`config.mk`:
```
export PLATFORM = sky130hd
export DESIGN_NAME = cla_serial_adder
export DESIGN_NICKNAME = d
export VERILOG_FILES = /design/src/rtl/cla_serial_adder.sv
export SDC_FILE = /design/constraint.sdc
export NUM_CORES = 1
export LEC_CHECK = 0
export BUFFER_PORTS_ARGS = -buffer_cell sky130_fd_sc_hd__buf_2
export CORE_ASPECT_RATIO = 1.75
export CORE_MARGIN = 8
export CORE_UTILIZATION = 43
export CTS_CLUSTER_SIZE = 20
export DETAILED_ROUTE_END_ITERATION = 10
export PLACE_DENSITY = 0.66
export SYNTH_ARGS = -nofsm -noshare
export SYNTH_HDL_FRONTEND = slang
export SYNTH_SLANG_ARGS = --single-unit
```
`constraint.sdc`:
```
create_clock -name clk -period 2.4 [get_ports clk]
set_input_delay 0.48 -clock clk [delete_from_list [all_inputs] [get_ports clk]]
set_output_delay 0.48 -clock clk [all_outputs]
set_load 0.05 [all_outputs]
```
`src/rtl/cla_serial_adder.sv`:
```
// ---------------------------------------------------------------------------
// cla_serial_adder
//
// Purpose:
//   Multi-cycle wide adder. Each clock it adds one DIGIT-bit slice of two
//   WIDTH-bit operands using 4-bit style carry lookahead, and feeds the
//   registered slice carry-out into the next slice's carry-in. After the
//   last slice the full sum, carry-out and signed overflow are presented
//   until the consumer takes them.
//
// Parameters:
//   WIDTH      operand/sum width in bits, a multiple of DIGIT
//   DIGIT      bits added per cycle (slice width), at least 2
//
// Ports:
//   clk        in   1      rising-edge clock
//   rst_n      in   1      asynchronous, active-low reset
//   in_valid   in   1      operand set a/b/cin is valid
//   in_ready   out  1      operands accepted (high only in IDLE)
//   a          in   WIDTH  operand A
//   b          in   WIDTH  operand B
//   cin        in   1      carry into bit 0
//   out_valid  out  1      sum/cout/ovf valid (high only in DONE)
//   out_ready  in   1      consumer takes the result
//   sum        out  WIDTH  a + b + cin modulo 2^WIDTH
//   cout       out  1      carry out of bit WIDTH-1
//   ovf        out  1      signed overflow
//   busy       out  1      high in RUN or DONE
// ---------------------------------------------------------------------------
module cla_serial_adder #(
  parameter int WIDTH = 16,
  parameter int DIGIT = 4
) (
  input  logic             clk,
  input  logic             rst_n,
  input  logic             in_valid,
  output logic             in_ready,
  input  logic [WIDTH-1:0] a,
  input  logic [WIDTH-1:0] b,
  input  logic             cin,
  output logic             out_valid,
  input  logic             out_ready,
  output logic [WIDTH-1:0] sum,
  output logic             cout,
  output logic             ovf,
  output logic             busy
);

  localparam int NSLICE = WIDTH / DIGIT;
  localparam int KW     = (NSLICE > 1) ? $clog2(NSLICE) : 1;

  typedef enum logic [1:0] {
    IDLE = 2'd0,
    RUN  = 2'd1,
    DONE = 2'd2
  } state_t;

  state_t             state_q, state_d;
  logic [WIDTH-1:0]   a_q, a_d;
  logic [WIDTH-1:0]   b_q, b_d;
  logic               carry_q, carry_d;
  logic [KW-1:0]      k_q, k_d;
  logic [WIDTH-1:0]   sum_q, sum_d;
  logic               cout_q, cout_d;
  logic               ovf_q, ovf_d;

  logic [DIGIT-1:0]   slice_p;
  logic [DIGIT-1:0]   slice_g;
  logic [DIGIT:0]     carries;
  logic [DIGIT-1:0]   slice_sum;
  logic               last_slice;

  assign last_slice = (k_q == KW'(NSLICE - 1));

  // State register.
  always_ff @(posedge clk or negedge rst_n) begin
    if (!rst_n) begin
      state_q <= IDLE;
    end else begin
      state_q <= state_d;
    end
  end

  // Next-state logic.
  always_comb begin
    state_d = state_q;
    case (state_q)
      IDLE:    if (in_valid) state_d = RUN;
      RUN:     if (last_slice) state_d = DONE;
      DONE:    if (out_ready) state_d = IDLE;
      default: state_d = IDLE;
    endcase
  end

  // Output logic: handshake flags decode straight from the state.
  always_comb begin
    in_ready  = 1'b0;
    out_valid = 1'b0;
    busy      = 1'b0;
    case (state_q)
      IDLE:    in_ready  = 1'b1;
      RUN:     busy      = 1'b1;
      DONE: begin
        out_valid = 1'b1;
        busy      = 1'b1;
      end
      default: in_ready  = 1'b0;
    endcase
  end

  // Lookahead carry chain for the slice currently at the bottom of the
  // operand shift registers. The chain seed is the registered carry from
  // the previous slice (or cin for slice 0).
  always_comb begin
    slice_p    = a_q[DIGIT-1:0] ^ b_q[DIGIT-1:0];
    slice_g    = a_q[DIGIT-1:0] & b_q[DIGIT-1:0];
    carries    = '0;
    carries[0] = carry_q;
    for (int i = 0; i < DIGIT; i++) begin
      carries[i+1] = slice_g[i] | (slice_p[i] & carries[i]);
    end
    slice_sum = slice_p ^ carries[DIGIT-1:0];
  end

  // Datapath next state. Rather than indexing slice k with a variable
  // part-select, the latched operands shift down by DIGIT every RUN cycle
  // and each new sum slice enters at the top of the sum register. After
  // NSLICE cycles slice k has landed in bits k*DIGIT+DIGIT-1 .. k*DIGIT.
  always_comb begin
    a_d     = a_q;
    b_d     = b_q;
    carry_d = carry_q;
    k_d     = k_q;
    sum_d   = sum_q;
    cout_d  = cout_q;
    ovf_d   = ovf_q;
    case (state_q)
      IDLE: begin
        if (in_valid) begin
          a_d     = a;
          b_d     = b;
          carry_d = cin;
          k_d     = '0;
          sum_d   = '0;
        end
      end
      RUN: begin
        a_d     = a_q >> DIGIT;
        b_d     = b_q >> DIGIT;
        carry_d = carries[DIGIT];
        k_d     = k_q + KW'(1);
        sum_d   = (sum_q >> DIGIT) | (WIDTH'(slice_sum) << (WIDTH - DIGIT));
        if (last_slice) begin
          cout_d = carries[DIGIT];
          // The top slice's carry into its MSB is carries[DIGIT-1].
          ovf_d  = carries[DIGIT-1] ^ carries[DIGIT];
        end
      end
      default: begin
        a_d = a_q;
      end
    endcase
  end

  // Datapath registers.
  always_ff @(posedge clk or negedge rst_n) begin
    if (!rst_n) begin
      a_q     <= '0;
      b_q     <= '0;
      carry_q <= 1'b0;
      k_q     <= '0;
      sum_q   <= '0;
      cout_q  <= 1'b0;
      ovf_q   <= 1'b0;
    end else begin
      a_q     <= a_d;
      b_q     <= b_d;
      carry_q <= carry_d;
      k_q     <= k_d;
      sum_q   <= sum_d;
      cout_q  <= cout_d;
      ovf_q   <= ovf_d;
    end
  end

  assign sum  = sum_q;
  assign cout = cout_q;
  assign ovf  = ovf_q;

endmodule

```
==> results.md <==
- 2 — deepest clock path buffer count
- 8810 um — first-pass GRT wire length
- 58 — IO Pins
- 5 — TritonCTS Buffers
- 57 — input/output buffers
- 2 — deepest level of the CTS H-tree
- 0.0755 — post-synthesis simple-gate area fraction
- 0.435 — effective utilization at floorplan
- 0.131 — all-layer global routing usage
- 0.09 ns — Clk pin slew, worst setup/hold paths
- 0 — # hold bufs at CTS
- 224 — post-synthesis instance total
- 0.160 — synthesized-area fraction occupied by ao, oa, aoi and oai cells
- 0.109 — multiplexer share of the synthesized area
- 0.536 — worst relative slew slack
- 0.00348 — post-synthesis xor/xnor area fraction
- 2.45 ns — arrival time worst endpoint
- 0 — number of hold violations in the final report
- 2 — Max FO, Critical Path
- 0.648 mV — Max VDD drop
- 25 — count of cell types in the netlist
- flip-flop to flip-flop — worst setup path category
- 37 — total number of placement rows
- 8660 sq um — DIE AREA
- 17.3% — P&R area growth vs syn
- 14.9 um — post-DR wirelength/cell
- 0 — final setup violating endpoints
- 117 um — overall die height
- 0 ns — setup tns final
- 0 — count of pins over their slew limit
- completed — result of the run
- 0.144 ns — least setup slack across all paths after layout
- no — RSZ-0062 raised after global routing
- 323 — Post-layout nets
- 0.0517 — fraction of the mapped netlist area in adder cells
- 0 — # Max-Cap Violations
- 73.8 um — floorplan die width
- 55 — number of sinks on the clock net
- sky130_fd_sc_hd__clkbuf_8 — Root Buffer Master
- 5790 sq um — core area
- 2.59 ns — required time worst endpoint
- flip-flop — kind of capture point of the worst setup path
- 0.731 — weighted congestion at the end of routability-driven global placement
- 269 — number of nets produced by synthesis
- 2520 sq um — area of the mapped netlist
- 0.258 — fraction of final layout cells with drive strength greater than 1
- sky130_fd_sc_hd__dfrtp_1 — leading area contributor after synthesis
- compound AO/OA/AOI/OAI gates — combinational family with the most area after synthesis
- 5340 um — routed wire length
- 5.01 — mean number of vias per cell
- 0 — final antenna-violating net count
- 55 — register bit total from synthesis
- 0 — number of cells upsized or downsized after cts
- 1.46 nW — standby leakage power
- 0 — antenna cells
- 0.547 — sequential cell area fraction in the yosys report
- done — TritonCTS clock tree
- 0 — number of warnings issued by yosys
- input pin to async pin — type of the worst min-delay path
- 0.940 — part of the cycle the worst path needs
- 0 — total gr overflow
- 0 — number of buffers inserted by post-CTS setup repair
- flip-flop — crit start category
- 69 — largest net degree at the start of global routing
- 443 MHz — Fmax achieved
- 4 — number of iterations in the first detailed-routing pass
- 0.697 ns — actual slew at the worst max-slew pin
- 1935 — via count of the first global-routing pass
- 1570 nW/um^2 — power per cell area
- 0.547 — area share of the leading cell type in the synthesized netlist
- 91 — drt initial violations
- sky130_fd_sc_hd__dfrtp_1, sky130_fd_sc_hd__mux2i_1, sky130_fd_sc_hd__nand2_1, sky130_fd_sc_hd__a22o_1, sky130_fd_sc_hd__o21ai_1 — top cells by area, synth
- 11.2 sq um — average size of a mapped cell
- 1787 — DR vias
- 2.26 ns — final critical-path required period
- 0 — number of antenna violations at the first check in global routing
- 0 — final routed DRC violation total
- 0.00772 ns — Final Skew
- 0.144 ns — Placement Setup Slack
- 3900 um — HPWL Detailed
- 0.30 ns — clock insertion delay at the later pin of the skew report
[per-layer routing]
metal  wire length (um)  up-vias  track usage
met1               2220      865        0.148
met5                  0        -            0
met3                249        2       0.0282
met4                 26        0       0.0443
met2               2840       39        0.235
li1                   -      881            -
[final cells by class]
type	count	area, sq um
multi-input cells	145	1020
well taps	78	97.6
repair buffers	61	340
clock inverters	2	12.5
inverters	10	37.5
fillers	568	2830
clock buffers	6	72.6
flip-flops and latches	55	1380
[sequential cells by signal, summed over array words and instances (netlist names)]
register and flops:
cout 1, k_q 2, b_q 16, ovf 1, sum 16, carry_q 1
a_q 16, state_q 2
[report_power, final]
group	switching (mW)	leakage, nW	internal, mW	total, mW
registers	0.252	0.710	1.34	1.59
clock network	0.285	0.0412	0.205	0.490
logic	1.67	0.707	0.889	2.56
total	2.20	1.46	2.43	4.64
[cells by family after synthesis]
kind of cell               count (synthesis)
muxes                                     27
adders and majority gates                  8
AOI/OAI and AO/OA                         64
buffers and inverters                     24
xor gates and xnor gates                   1
DFF                                       55
and+or+nand+nor                           45
[placed cells by master, fill, tap and decap left out, types with 3 or more instances in the layout]
cell and n:
sky130_fd_sc_hd__a22o_1 15, sky130_fd_sc_hd__a22oi_1 8, sky130_fd_sc_hd__a31oi_1 4, sky130_fd_sc_hd__buf_2 57, sky130_fd_sc_hd__clkbuf_8 5, sky130_fd_sc_hd__dfrtp_1 55, sky130_fd_sc_hd__fa_1 4, sky130_fd_sc_hd__ha_1 3
sky130_fd_sc_hd__inv_1 9, sky130_fd_sc_hd__mux2i_1 25, sky130_fd_sc_hd__nand2_1 39, sky130_fd_sc_hd__o21ai_0 17, sky130_fd_sc_hd__o21ai_1 20
[path summary, 6_finish.rpt]
path / endpoint / slack, ns / startpoint / cells past startpoint
min in group clk: b_q[6]$_DFFE_PN0P_ / 0.45 / b[6] / 3
max in group asynchronous: state_q[0]$_DFFE_PN0P_ / 1.64 / rst_n / 2
worst min-delay path: ovf$_DFFE_PN0P_ / 0.31 / rst_n / 2
worst max register to register: sum[15]$_DFFE_PN0P_ / 0.14 / a_q[0]$_DFFE_PN0P_ / 7
worst min register to register: ovf$_DFFE_PN0P_ / 0.49 / ovf$_DFFE_PN0P_ / 2
worst max-delay path: sum[15]$_DFFE_PN0P_ / 0.14 / a_q[0]$_DFFE_PN0P_ / 7
[Yosys cell counts, drive strengths merged]
library cell,n
dfrtp,55
nand2,39
o21ai,37
mux2i,26
a22o,15
buf,12
inv,9
a22oi,8
a31oi,4
fa,4
ha,4
clkbuf,2
nand2b,2
and2,1
clkinv,1
mux2,1
nor2,1
nor2b,1
or2b,1
xor2,1
[stage by stage]
stage | std cells | utilization | cell area, sq um | hold slack, ns | power (mW)
floorplan | 224 | - | 2520 | 0.184 | 3.65
global placement | 349 | 0.496 | 2870 | 0.463 | 4.13
detailed placement | 349 | 0.496 | 2870 | 0.471 | 4.21
CTS | 357 | 0.510 | 2950 | 0.320 | 4.71
global route | 357 | 0.510 | 2950 | 0.357 | 5.02
finish | 357 | 0.510 | 2950 | 0.308 | 4.64
[critical path, stage by stage (launching register included)]
cell                      delay [ns]
sky130_fd_sc_hd__dfrtp_1        0.39
sky130_fd_sc_hd__fa_1           0.19
sky130_fd_sc_hd__inv_1          0.05
sky130_fd_sc_hd__fa_1           0.37
sky130_fd_sc_hd__fa_1           0.42
sky130_fd_sc_hd__inv_1          0.09
sky130_fd_sc_hd__fa_1           0.40
sky130_fd_sc_hd__a22o_1         0.22
Power figures use the tool's default switching activity.
